$ cat config.mk
export PLATFORM = sky130hd
export DESIGN_NAME = wb_port_arbiter
export DESIGN_NICKNAME = d
export VERILOG_FILES = /design/src/rtl/wb_port_arbiter_pkg.sv /design/src/rtl/wb_port_arbiter_rr_arbiter.sv /design/src/rtl/wb_port_arbiter.sv
export SDC_FILE = /design/constraint.sdc
export NUM_CORES = 1
export LEC_CHECK = 0
export CORE_MARGIN = 5
export CORE_UTILIZATION = 36
export DETAILED_ROUTE_END_ITERATION = 10
export PLACE_DENSITY = 0.77
export RECOVER_POWER = 25
export SETUP_SLACK_MARGIN = 0.1
export SYNTH_ARGS = -nofsm -noshare
export SYNTH_HDL_FRONTEND = slang
export SYNTH_HIERARCHICAL = 1
export SYNTH_SLANG_ARGS = --single-unit
export TNS_END_PERCENT = 30
$ cat constraint.sdc
create_clock -name clk -period 3 [get_ports clk]
set_input_delay 0.45 -clock clk [delete_from_list [all_inputs] [get_ports clk]]
set_output_delay 0.45 -clock clk [all_outputs]
set_load 0.03 [all_outputs]
$ cat src/rtl/wb_port_arbiter_pkg.sv
// Shared constants for the register-file writeback port arbiter.
// Source indices name the requesters that feed wb_src.
package wb_port_arbiter_pkg;

  localparam int WB_SRC_PIPE = 0;
  localparam int WB_SRC_DIV  = 1;
  localparam int WB_SRC_FDIV = 2;

  localparam logic [5:0] ADDR_X0 = 6'd0;

  // After secondary k wins, the next search starts at k+1, wrapping back to the first secondary.
  function automatic int rr_next(input int k, input int n);
    return (k == n - 1) ? WB_SRC_DIV : k + 1;
  endfunction

endpackage

$ cat src/rtl/wb_port_arbiter_rr_arbiter.sv
// Round-robin pick among requesters 1..N-1 starting at ptr; bit 0 is never granted.
// Purely combinational, zero latency, no backpressure of its own.
module rr_arbiter #(
  parameter int N = 3
) (
  input  logic [$clog2(N)-1:0] ptr,
  input  logic [N-1:0]         req,
  output logic [N-1:0]         grant,
  output logic [$clog2(N)-1:0] idx,
  output logic                 found
);

  assign found = |req[N-1:1];

  always_comb begin
    int c;
    c     = 0;
    grant = '0;
    idx   = '0;
    // Walk offsets from farthest to nearest so the nearest valid candidate overwrites the rest.
    for (int o = N - 2; o >= 0; o--) begin
      c = ((int'(ptr) - 1 + o) % (N - 1)) + 1;
      if (c >= 1 && req[c]) begin
        grant    = '0;
        grant[c] = 1'b1;
        idx      = $clog2(N)'(c);
      end
    end
  end

endmodule

$ cat src/rtl/wb_port_arbiter.sv
// Shares the regfile write port: pipeline first, secondaries round-robin, starvation-bounded.
// Grant in cycle t appears on wb_* in t+1; one write per cycle, no output backpressure.
module wb_port_arbiter
  import wb_port_arbiter_pkg::*;
#(
  parameter int N_REQ    = 3,
  parameter int ADDR_W   = 6,
  parameter int DATA_W   = 32,
  parameter int MAX_WAIT = 4
) (
  input  logic                      clk,
  input  logic                      reset_n,
  input  logic                      flush_in,
  input  logic [N_REQ-1:0]          req_valid,
  output logic [N_REQ-1:0]          req_ready,
  input  logic [N_REQ*ADDR_W-1:0]   req_addr,
  input  logic [N_REQ*DATA_W-1:0]   req_data,
  output logic                      wb_wena,
  output logic [ADDR_W-1:0]         wb_addr,
  output logic [DATA_W-1:0]         wb_data,
  output logic [$clog2(N_REQ)-1:0]  wb_src,
  output logic                      fpu_dirty
);

  localparam int SRC_W = $clog2(N_REQ);
  localparam int CNT_W = $clog2(MAX_WAIT + 1);
  localparam logic [ADDR_W-1:0] X0 = ADDR_W'(ADDR_X0);

  logic [SRC_W-1:0]  rr_ptr;
  logic [CNT_W-1:0]  starve_cnt;
  logic [N_REQ-1:0]  rr_grant;
  logic [SRC_W-1:0]  rr_idx;
  logic              sec_any;
  logic              force_sec;
  logic [N_REQ-1:0]  grant;
  logic [SRC_W-1:0]  gnt_idx;
  logic              gnt_any;
  logic              sec_win;
  logic [ADDR_W-1:0] gnt_addr;
  logic [DATA_W-1:0] gnt_data;
  logic              gnt_write;

  rr_arbiter #(.N(N_REQ)) u_rr (
    .ptr   (rr_ptr),
    .req   (req_valid),
    .grant (rr_grant),
    .idx   (rr_idx),
    .found (sec_any)
  );

  assign force_sec = (starve_cnt == CNT_W'(MAX_WAIT)) && sec_any;

  always_comb begin
    grant   = '0;
    gnt_idx = '0;
    gnt_any = 1'b0;
    if (reset_n) begin
      if (force_sec) begin
        grant   = rr_grant;
        gnt_idx = rr_idx;
        gnt_any = 1'b1;
      end else if (req_valid[0] && !flush_in) begin
        grant[0] = 1'b1;
        gnt_idx  = SRC_W'(WB_SRC_PIPE);
        gnt_any  = 1'b1;
      end else if (sec_any) begin
        grant   = rr_grant;
        gnt_idx = rr_idx;
        gnt_any = 1'b1;
      end
    end
  end

  assign req_ready = grant;
  assign gnt_addr  = req_addr[int'(gnt_idx)*ADDR_W +: ADDR_W];
  assign gnt_data  = req_data[int'(gnt_idx)*DATA_W +: DATA_W];
  assign sec_win   = gnt_any && (gnt_idx != SRC_W'(WB_SRC_PIPE));
  // x0 writes complete the handshake but never reach the regfile.
  assign gnt_write = gnt_any && (gnt_addr != X0);

  always_ff @(posedge clk) begin
    if (!reset_n) begin
      wb_wena    <= 1'b0;
      wb_addr    <= '0;
      wb_data    <= '0;
      wb_src     <= '0;
      fpu_dirty  <= 1'b0;
      rr_ptr     <= SRC_W'(WB_SRC_DIV);
      starve_cnt <= '0;
    end else begin
      wb_wena   <= gnt_write;
      fpu_dirty <= gnt_write && gnt_addr[ADDR_W-1];
      if (gnt_any) begin
        wb_addr <= gnt_addr;
        wb_data <= gnt_data;
        wb_src  <= gnt_idx;
      end
      if (sec_win) begin
        rr_ptr <= SRC_W'(rr_next(int'(gnt_idx), N_REQ));
      end
      if (sec_win || !sec_any) begin
        starve_cnt <= '0;
      end else if (grant[0] && starve_cnt != CNT_W'(MAX_WAIT)) begin
        starve_cnt <= starve_cnt + CNT_W'(1);
      end
    end
  end

endmodule

==> results of run 1 <==
==> placed cells by master, fill, tap and decap left out, drive strengths merged, types with 3 or more instances in the layout <==
master,instances
clkdlybuf4s50,141
dfxtp,47
o21ai,42
nor2b,39
a31oi,34
a22oi,34
a22o,34
dlygate4sd3,23
buf,14
nand2,13
a21oi,7
nor2,6
clkbuf,6
nand3,5
inv,3
and2,3
a21o,3
a21boi,3
==> kinds of logic (layout without fill, tap and decap cells) <==
family | Yosys count | after routing
multiplexers | 1 | 1
AO/OA/AOI/OAI | 170 | 170
buffers and inverters | 38 | 189
adder cells (fa/ha/maj) | 2 | 2
other | 1 | 1
flip-flops | 47 | 47
XOR/XNOR | 2 | 2
AND/OR/NAND/NOR | 75 | 75
==> through the flow <==
stage	setup slack, ns	power [mW]
final	0.192	1.84
after global placement	0.211	1.37
after global routing	0.111	1.93
after floorplan	0.882	1.05
after detailed placement	0.208	1.38
after CTS	0.196	1.87
==> area by class of cell <==
cell class	instances	area [sq um]	area share [%]
Clock buffer	6	82.6	1.78
Clock inverter	2	35.0	0.754
Inverter	3	11.3	0.242
Multi-Input combinational cell	251	1690	36.4
Sequential cell	47	941	20.2
Tap cell	102	128	2.75
Timing Repair Buffer	178	1760	37.9
==> registers in the layout, indices dropped and copies added (netlist names) <==
register    flops
fpu_dirty       1
rr_ptr          2
starve_cnt      3
wb_addr         6
wb_data        32
wb_src          2
wb_wena         1
==> worst max-delay path, stage by stage <==
cell and delay (ns):
clkdlybuf4s50_1 0.47, or2_2 0.41, a21o_1 0.18, a21boi_0 0.16, clkdlybuf4s50_1 0.70
==> worst max path at each step <==
stage	start	end	slack, ns	depth (start not counted)
final	req_valid[2]	req_ready[0]	0.19	5
after global placement	req_valid[2]	req_ready[0]	0.21	5
after floorplan	req_valid[2]	req_ready[0]	0.88	3
after CTS	req_valid[2]	req_ready[0]	0.20	5
after global routing	req_valid[2]	req_ready[0]	0.11	5
after detailed placement	req_valid[2]	req_ready[0]	0.21	5
==> power breakdown <==
group	internal, mW	switching (mW)
Clock	0.270	0.213
Combinational	0.334	0.322
Sequential	0.678	0.0267
Total	1.28	0.561
==> per-layer routing <==
metal	vias to the layer above	share of wire, %	track usage [%]
li1	1581	-	-
met1	1542	42	24.8
met2	149	49	34.7
met3	10	7.9	5.14
met4	0	0.88	4.52
met5	-	0	0
==> synth_stat cells (3+ instances only) <==
cell      number
inv_1          3
nand2_1       11
buf_2         11
a21o_1         3
a21boi_0       3
a21oi_1        6
o21ai_1        5
nor2_1         6
nor2b_1       39
and2_1         3
a31oi_1       34
nand3_1        5
buf_4          3
dfxtp_1       47
o21ai_0       37
a22o_1        34
a22oi_1       34
clkbuf_1      17
==> flow_metrics.env, run 1 <==
export IMPL_worstReg2RegEnd="wb_wena"
export IMPL_maxSlewHeadroom_pct=18.5
export IMPL_routed_wirelength_mm=10.2
export IMPL_cell_area_synth_sq_um=2800
export IMPL_initialDrtViolationCount=164
export IMPL_library_cell_occupying_the_most_area_in_the_post_synthesis_netlist="dfxtp_1"
export IMPL_hold_path_depth=2
export IMPL_pin_count_of_the_biggest_net_entering_global_routing=45
export IMPL_design_die_area_sq_um=9630
export IMPL_syn_to_final_growth_pct=66.2
export IMPL_worstPathMaxFanout=7
export IMPL_post_drt_wl_per_cell_um=17.3
export IMPL_ctsLongestPathBuffers=2
export IMPL_p_leak_nw=1.81
export IMPL_globalRouteTotalUtil_pct=19.9
export IMPL_hpwl_after_detailed_placement_mm=7.38
export IMPL_required_ns=2.55
export IMPL_place_congestion=0.872
export IMPL_finalNonFillerCells=589
export IMPL_fillers=668
export IMPL_detail_route_drc_violations=0
export IMPL_postSynthCellCount=336
export IMPL_cts_setup_buffers=0
export IMPL_placeableCoreArea_sq_um=7650
export IMPL_reg2regPathDepth=8
export IMPL_antenna_violations_before_repair=0
export IMPL_post_layout_inst_area_sq_um=4650
export IMPL_yosys_warnings=6
export IMPL_hold_path_startpoint="wb_src[1]"
export IMPL_drt_pass1_iter_count=5
export IMPL_initial_utilization_pct=36.6
export IMPL_die_height_um=98.1
export IMPL_grt_pass1_vias=3247
export IMPL_worst_skew_ns=0.00783
export IMPL_final_nets=608
export IMPL_final_total_negative_setup_slack_ns=0
export IMPL_gr_total_overflow=0
export IMPL_avgViaCountPerCell=5.57
export IMPL_clkSinkCount=47
export IMPL_netlist_area_leader_share_pct=33.6
export IMPL_numCtsBuffers=5
export IMPL_grt_setup_unrepaired="false"
export IMPL_final_util_pct=60.8
export IMPL_synthArstFlopShare_pct=0
export IMPL_diodes=0
export IMPL_worstReg2RegStart="starve_cnt[0]"
export IMPL_cts_root_buf="clkbuf_8"
export IMPL_timing_final_max_slew_violations=0
export IMPL_ant_nets=0
export IMPL_power_per_cell_area_nw_per_um2=397
export IMPL_parity_gate_share_of_the_synthesized_area_counting_xor_and_xnor_cells_pct=0.626
export IMPL_placed_area_sq_um=4530
export IMPL_clk_pin_slew_worst_paths_ns=0.08
export IMPL_type_of_the_tightest_min_delay_check="flip-flop to flip-flop"
export IMPL_final_hold_violation_count=0
export IMPL_htree_levels=2
export IMPL_max_cap_viol_count=0
export IMPL_clock_fmax_ghz=0.356
export IMPL_worstSkewPairLatency_ns=0.30
export IMPL_dominant_combinational_cell_family_by_area_after_synthesis="compound AO/OA/AOI/OAI gates"
export IMPL_whs_endpoint="wb_src[1]"
export IMPL_synth_seq_cells=47
export IMPL_synthTopCellsByArea="dfxtp_1, a22o_1, a22oi_1"
export IMPL_area_fraction_in_and_or_nand_and_nor_cells_after_synthesis_pct=15.3
export IMPL_top_level_ports=165
export IMPL_number_of_flops_mapped_to_enable_cells_by_yosys=0
export IMPL_tritoncts="built"
export IMPL_netlist_cell_type_count=45
export IMPL_grt_pass1_wl_mm=16.1
export IMPL_worstMarginPinSlew_ns=1.22
export IMPL_min_period_over_period_pct=93.6
export IMPL_yosys_mux_area_fraction_pct=0.358
export IMPL_worst_endpoint_arrival_ns=2.36
export IMPL_post_cts_resized_instances=0
export IMPL_post_route_min_period_ns=2.81
export IMPL_floorplan_die_width_um=98.1
export IMPL_synth_adder_area_share_pct=0.895
export IMPL_timing_final_setup_violations=0
export IMPL_post_synth_cell_area_avg_sq_um=8.32
export IMPL_setup_worst_path_class="input port to output pin"
export IMPL_synth_compound_area_share_pct=42.6
export IMPL_cp_end_kind="output pin"
export IMPL_portBuffers=164
export IMPL_synth_fp_nets=458
export IMPL_drive_above_1_share_pct=6.57
export IMPL_num_rows=32
export IMPL_result_of_the_run="completed"
export IMPL_finalHoldWorstSlack_ns=0.453
export IMPL_placedCellCount=581
export IMPL_synth_flop_cell="dfxtp_1"
export IMPL_worstSetupStartpointType="input port"
export IMPL_yosysSeqAreaShare_pct=33.6
export IMPL_cts_hold_fix_buffers=0
export IMPL_route_vias_total=3282
export IMPL_register_to_register_setup_slack_ns=0.85
export IMPL_peakVddDrop_v=0.000178
Power figures use the tool's default switching activity.
==> run 2, diff against run 1 <==
--- a/config.mk
+++ b/config.mk
@@ -6,9 +6,9 @@
 export NUM_CORES = 1
 export LEC_CHECK = 0
 export CORE_MARGIN = 5
-export CORE_UTILIZATION = 36
+export CORE_UTILIZATION = 41
 export DETAILED_ROUTE_END_ITERATION = 10
-export PLACE_DENSITY = 0.77
+export PLACE_DENSITY = 0.86
 export RECOVER_POWER = 25
 export SETUP_SLACK_MARGIN = 0.1
 export SYNTH_ARGS = -nofsm -noshare
==> run 2 against run 1 <==
  * Fmax is 1.2% higher
  * Hold slack worse by 0.0078 ns
  * Sequential share of layout area grew 0.26 points
  * Global-route usage rose by 3.5 points
  * Clock-buffer cell count fell by 1
  * Clock skew down 0.00088 ns
  * Cell count fell by 3.4%
  * First-iteration DRC count decreased by 13%
  * Largest cell class unchanged
==> flow_metrics.env, run 2 (synthesis gave the netlist of run 1 again) <==
export IMPL_route_vias_total=3336
export IMPL_fillers=579
export IMPL_power_per_cell_area_nw_per_um2=379
export IMPL_type_of_the_tightest_min_delay_check="flip-flop to flip-flop"
export IMPL_result_of_the_run="completed"
export IMPL_clock_fmax_ghz=0.360
export IMPL_worstMarginPinSlew_ns=1.19
export IMPL_worstSkewPairLatency_ns=0.29
export IMPL_final_nets=610
export IMPL_register_to_register_setup_slack_ns=0.79
export IMPL_worst_endpoint_arrival_ns=2.32
export IMPL_crit_path_cell_trace="clkdlybuf4s50_1, or2_2, a21o_1, a21boi_0, clkdlybuf4s50_1"
export IMPL_post_route_min_period_ns=2.77
export IMPL_gr_total_overflow=0
export IMPL_cts_root_buf="clkbuf_8"
export IMPL_place_congestion=0.851
export IMPL_routed_wirelength_mm=10.3
export IMPL_p_leak_nw=1.79
export IMPL_largest_register="wb_data"
export IMPL_worstSetupStartpointType="input port"
export IMPL_seq_area_sq_um=941
export IMPL_required_ns=2.55
export IMPL_initialDrtViolationCount=143
export IMPL_syn_to_final_growth_pct=64.1
export IMPL_setup_worst_path_class="input port to output pin"
export IMPL_final_hold_violation_count=0
export IMPL_timing_final_setup_violations=0
export IMPL_num_rows=30
export IMPL_initial_utilization_pct=41.6
export IMPL_antenna_violations_before_repair=0
export IMPL_total_power_mw=1.74
export IMPL_worst_skew_ns=0.00695
export IMPL_tritoncts="built"
export IMPL_maxSlewHeadroom_pct=20.9
export IMPL_peakVddDrop_v=0.000195
export IMPL_largestRegisters="wb_data: 32 flops, wb_addr: 6 flops, starve_cnt: 3 flops"
export IMPL_mostFrequentLayoutCells="clkdlybuf4s50_1, dfxtp_1, nor2b_1, o21ai_0"
export IMPL_critical_path_top_cell_by_count="clkdlybuf4s50_1"
export IMPL_clk_pin_slew_worst_paths_ns=0.09
export IMPL_cts_hold_fix_buffers=0
export IMPL_drive_above_1_share_pct=7.36
export IMPL_worstPathBufferInverterCount=2
export IMPL_top_level_ports=165
export IMPL_ctsLongestPathBuffers=2
export IMPL_cts_setup_buffers=0
export IMPL_placeableCoreArea_sq_um=6720
export IMPL_portBuffers=164
export IMPL_post_cts_resized_instances=0
export IMPL_grt_pass1_wl_mm=16.3
export IMPL_avgViaCountPerCell=5.86
export IMPL_final_total_negative_setup_slack_ns=0
export IMPL_worstPathMaxFanout=4
export IMPL_ant_nets=0
export IMPL_multi_input_comb_area_sq_um=1690
export IMPL_worst_path_dominant_cell_family="buffers and inverters"
export IMPL_drt_pass1_iter_count=4
export IMPL_numCtsBuffers=5
export IMPL_grt_pass1_vias=3306
export IMPL_detail_route_drc_violations=0
export IMPL_clkSinkCount=47
export IMPL_max_cap_viol_count=0
export IMPL_diodes=0
export IMPL_leading_cell_type_in_the_layout_fill_and_taps_excluded="clkdlybuf4s50_1"
export IMPL_timing_critical_path_slowest_stage_cell="clkdlybuf4s50_1"
export IMPL_design_die_area_sq_um=8570
export IMPL_grt_setup_unrepaired="false"
export IMPL_floorplan_die_width_um=92.6
export IMPL_min_period_over_period_pct=92.5
export IMPL_hpwl_after_detailed_placement_mm=7.73
export IMPL_largest_register_ff_count=32
export IMPL_pin_count_of_the_biggest_net_entering_global_routing=34
export IMPL_timing_final_max_slew_violations=0
export IMPL_htree_levels=2
export IMPL_post_drt_wl_per_cell_um=18.2
export IMPL_die_height_um=92.6
export IMPL_globalRouteTotalUtil_pct=23.4
export IMPL_cp_end_kind="output pin"
export IMPL_slowest_delay_ns=0.71
==> run 2: changes by cell type in the layout (fill, tap and decap cells not counted), sizes merged <==
cell,before,now
clkinvlp,0,2
buf,14,18
clkbuf,6,5
bufinv,1,0
clkdlybuf4s50,141,139
==> run 2: per-stage QoR <==
stage	cell area [sq um]	setup WS (ns)	utilization, %	std cells	hold slack (ns)
final	4590	0.225	68.3	569	0.445
after global routing	4590	0.102	68.3	569	0.481
after CTS	4590	0.200	68.3	569	0.450
after detailed placement	4500	0.221	67.0	561	0.436
after global placement	4500	0.273	67.0	561	0.431
after floorplan	2800	0.882	-	336	0.464
==> run 2: metal layers <==
layer  vias up  wire, um  global-route usage (%)
met5         -         0                       0
met3        11       868                    5.77
met1      1595      4130                    28.0
met4         0       116                    4.95
met2       148      5220                    42.1
li1       1582         -                       -
==> run 2: final timing paths <==
| path | startpoint | end | depth (start not counted) |
|---|---|---|---|
| worst min register to register | wb_src[1] | wb_src[1] | 2 |
| worst min-delay path | wb_src[1] | wb_src[1] | 2 |
| worst max register to register | rr_ptr[1] | wb_data[30] | 8 |
| worst max-delay path | req_valid[2] | req_ready[0] | 5 |
==> run 2: tightest hold or removal path: cells and delay by family (launching register included) <==
family	cells	cell delay (ns)
flip-flops	1	0.32
AND/OR/NAND/NOR	2	0.09
==> run 2: cell type report <==
class	instances	share of cell area [%]
inverter	3	0.245
tap	80	2.18
multi-input combinational	251	36.8
clock inverter	3	0.436
clock buffer	5	1.50
timing repair buffer	180	38.3
sequential	47	20.5
==> run 2: report_power, final <==
group          switching (mW)  internal (mW)
combinational           0.324          0.334
sequential             0.0269          0.678
clock                   0.214          0.162
==> run 3, diff against run 2 <==
--- a/config.mk
+++ b/config.mk
@@ -10,7 +10,7 @@
 export DETAILED_ROUTE_END_ITERATION = 10
 export PLACE_DENSITY = 0.86
 export RECOVER_POWER = 25
-export SETUP_SLACK_MARGIN = 0.1
+export SETUP_SLACK_MARGIN = 0.2
 export SYNTH_ARGS = -nofsm -noshare
 export SYNTH_HDL_FRONTEND = slang
 export SYNTH_HIERARCHICAL = 1
==> run 3 against run 2 <==
  * Die area is the same
  * Hold slack is the same
  * Worst setup slack better by 0.28 ns
  * Routed wire length about the same
  * Fmax up 11%
  * Clock-buffer cell count is the same
  * Register-to-register slack is essentially flat
  * Design area hardly changed
  * Sequential power about the same
==> flow_metrics.env, run 3 (synthesis gave the netlist of run 1 again) <==
export IMPL_worstPathMaxFanout=8
export IMPL_portBuffers=164
export IMPL_min_period_over_period_pct=83.2
export IMPL_type_of_the_tightest_min_delay_check="flip-flop to flip-flop"
export IMPL_peakVddDrop_v=0.000195
export IMPL_max_cap_viol_count=0
export IMPL_groute_layer_met1_usage_pct=28.0
export IMPL_setup_worst_path_class="input port to output pin"
export IMPL_placeableCoreArea_sq_um=6720
export IMPL_crit_path_cell_trace="clkdlybuf4s50_1, or2_2, buf_4, nand2_2, a21oi_4, and2_1, buf_4"
export IMPL_required_ns=2.55
export IMPL_gr_total_overflow=0
export IMPL_worstSetupStartpointType="input port"
export IMPL_largest_register_ff_count=32
export IMPL_final_total_negative_setup_slack_ns=0
export IMPL_design_die_area_sq_um=8570
export IMPL_timing_final_setup_violations=0
export IMPL_clk_pin_slew_worst_paths_ns=0.09
export IMPL_globalRouteTotalUtil_pct=23.4
export IMPL_finalHoldWorstSlack_ns=0.445
export IMPL_post_route_min_period_ns=2.50
export IMPL_post_drt_wl_per_cell_um=18.2
export IMPL_syn_to_final_growth_pct=64.2
export IMPL_drt_pass1_iter_count=4
export IMPL_worstPathBufferInverterCount=3
export IMPL_final_hold_violation_count=0
export IMPL_slowest_delay_ns=0.47
export IMPL_grt_setup_unrepaired="false"
export IMPL_avgViaCountPerCell=5.86
export IMPL_power_switching_share_pct=32.5
export IMPL_busiest_layer="met2"
export IMPL_p_switching_uw=565
export IMPL_antenna_violations_before_repair=0
export IMPL_floorplan_die_width_um=92.6
export IMPL_cp_end_kind="output pin"
export IMPL_largest_register="wb_data"
export IMPL_leading_cell_type_in_the_layout_fill_and_taps_excluded="clkdlybuf4s50_1"
export IMPL_sequentialPowerShare_pct=40.5
export IMPL_placedCellCount=561
export IMPL_total_power_mw=1.74
export IMPL_worst_skew_ns=0.00695
export IMPL_detail_route_drc_violations=0
export IMPL_route_vias_total=3336
export IMPL_power_per_cell_area_nw_per_um2=379
export IMPL_grt_pass1_wl_mm=16.3
export IMPL_hpwl_after_detailed_placement_mm=7.73
export IMPL_numCtsBuffers=5
export IMPL_hold_path_startpoint="wb_src[1]"
export IMPL_worstMarginPinSlew_ns=1.19
export IMPL_worstReg2RegStart="rr_ptr[1]"
export IMPL_clockPowerShare_pct=21.7
export IMPL_ant_nets=0
export IMPL_met3_usage_pct=5.77
export IMPL_largestRegisters="wb_data: 32 flops, wb_addr: 6 flops, starve_cnt: 3 flops"
export IMPL_drive_above_1_share_pct=7.36
export IMPL_timing_critical_path_slowest_stage_cell="clkdlybuf4s50_1"
export IMPL_critical_path_top_cell_by_count="buf_4"
export IMPL_hold_path_depth=2
export IMPL_place_congestion=0.851
export IMPL_clkSinkCount=47
export IMPL_clock_fmax_ghz=0.401
export IMPL_maxSlewHeadroom_pct=20.9
export IMPL_reg2regPathDepth=8
export IMPL_finalNonFillerCells=569
export IMPL_pin_count_of_the_biggest_net_entering_global_routing=34
export IMPL_critical_path_cell_count=7
export IMPL_power_internal_mw=1.17
export IMPL_worst_endpoint_arrival_ns=2.05
export IMPL_groute_layer_met2_usage_pct=42.1
export IMPL_tritoncts="built"
export IMPL_htree_levels=2
export IMPL_initial_utilization_pct=41.6
export IMPL_ctsLongestPathBuffers=2
export IMPL_worst_path_dominant_cell_family="buffers and inverters"
export IMPL_cts_setup_buffers=0
export IMPL_top_level_ports=165
export IMPL_die_height_um=92.6
export IMPL_cts_root_buf="clkbuf_8"
export IMPL_routed_wirelength_mm=10.3
export IMPL_initialDrtViolationCount=143
export IMPL_p_leak_nw=1.81
export IMPL_share_comb_of_total_power_pct=37.8
export IMPL_result_of_the_run="completed"
export IMPL_mostFrequentLayoutCells="clkdlybuf4s50_1, dfxtp_1, nor2b_1, o21ai_0"
export IMPL_diodes=0
export IMPL_grt_pass1_vias=3306
export IMPL_timing_final_max_slew_violations=0
export IMPL_final_nets=610
export IMPL_num_rows=30
export IMPL_startpoint="req_valid[2]"
export IMPL_worstSkewPairLatency_ns=0.29
==> run 3: metrics by stage <==
| stage | setup slack (ns) | instance area, sq um | util [%] |
|---|---|---|---|
| floorplan | 0.882 | 2800 | - |
| global placement | 0.273 | 4500 | 67.0 |
| detailed placement | 0.221 | 4500 | 67.0 |
| CTS | 0.200 | 4590 | 68.3 |
| global route | 0.439 | 4590 | 68.3 |
| finish | 0.504 | 4590 | 68.3 |
==> run 3: cell type report <==
cell class | count | area (sq um)
Clock buffer | 5 | 68.8
Clock inverter | 3 | 20.0
Timing Repair Buffer | 180 | 1760
Inverter | 3 | 11.3
Multi-Input combinational cell | 251 | 1690
Fill cell | 578 | 2130
Sequential cell | 47 | 941
Tap cell | 80 | 100
==> run 3: timing repair <==
action	4_1_cts	5_1_grt
hold endpoints to repair	0	0
gates resized for setup	0	1
hold buffers	0	0
setup endpoints to repair	0	1
==> run 3: path summary, 6_finish.rpt <==
kind	end	slack, ns
hold reg to reg	wb_src[1]	0.44
setup / recovery	req_ready[2]	0.50
hold / removal	wb_src[1]	0.44
setup reg to reg	wb_data[30]	0.79
==> run 3: power by group through the flow <==
| stage | Combinational [mW] | Sequential, mW | Clock [mW] |
|---|---|---|---|
| final | 0.658 | 0.704 | 0.377 |
| after global routing | 0.703 | 0.712 | 0.418 |
| after floorplan | 0.232 | 0.818 | 0 |
| after detailed placement | 0.666 | 0.719 | 0 |
| after global placement | 0.652 | 0.717 | 0 |
| after CTS | 0.668 | 0.706 | 0.387 |
==> run 3: layer usage <==
layer	vias up	wire (um)	part of all wire, %
li1	1582	-	-
met1	1595	4130	40
met2	148	5220	51
met3	11	868	8.4
met4	0	116	1.1
met5	-	0	0
==> run 3: worst register-to-register path: cells and delay by family, from the launching register on <==
family	cells	cell delay (ns)
AOI/OAI and AO/OA	4	0.88
and+or+nand+nor	2	0.34
buffers and inverters	2	0.54
DFF	1	0.35
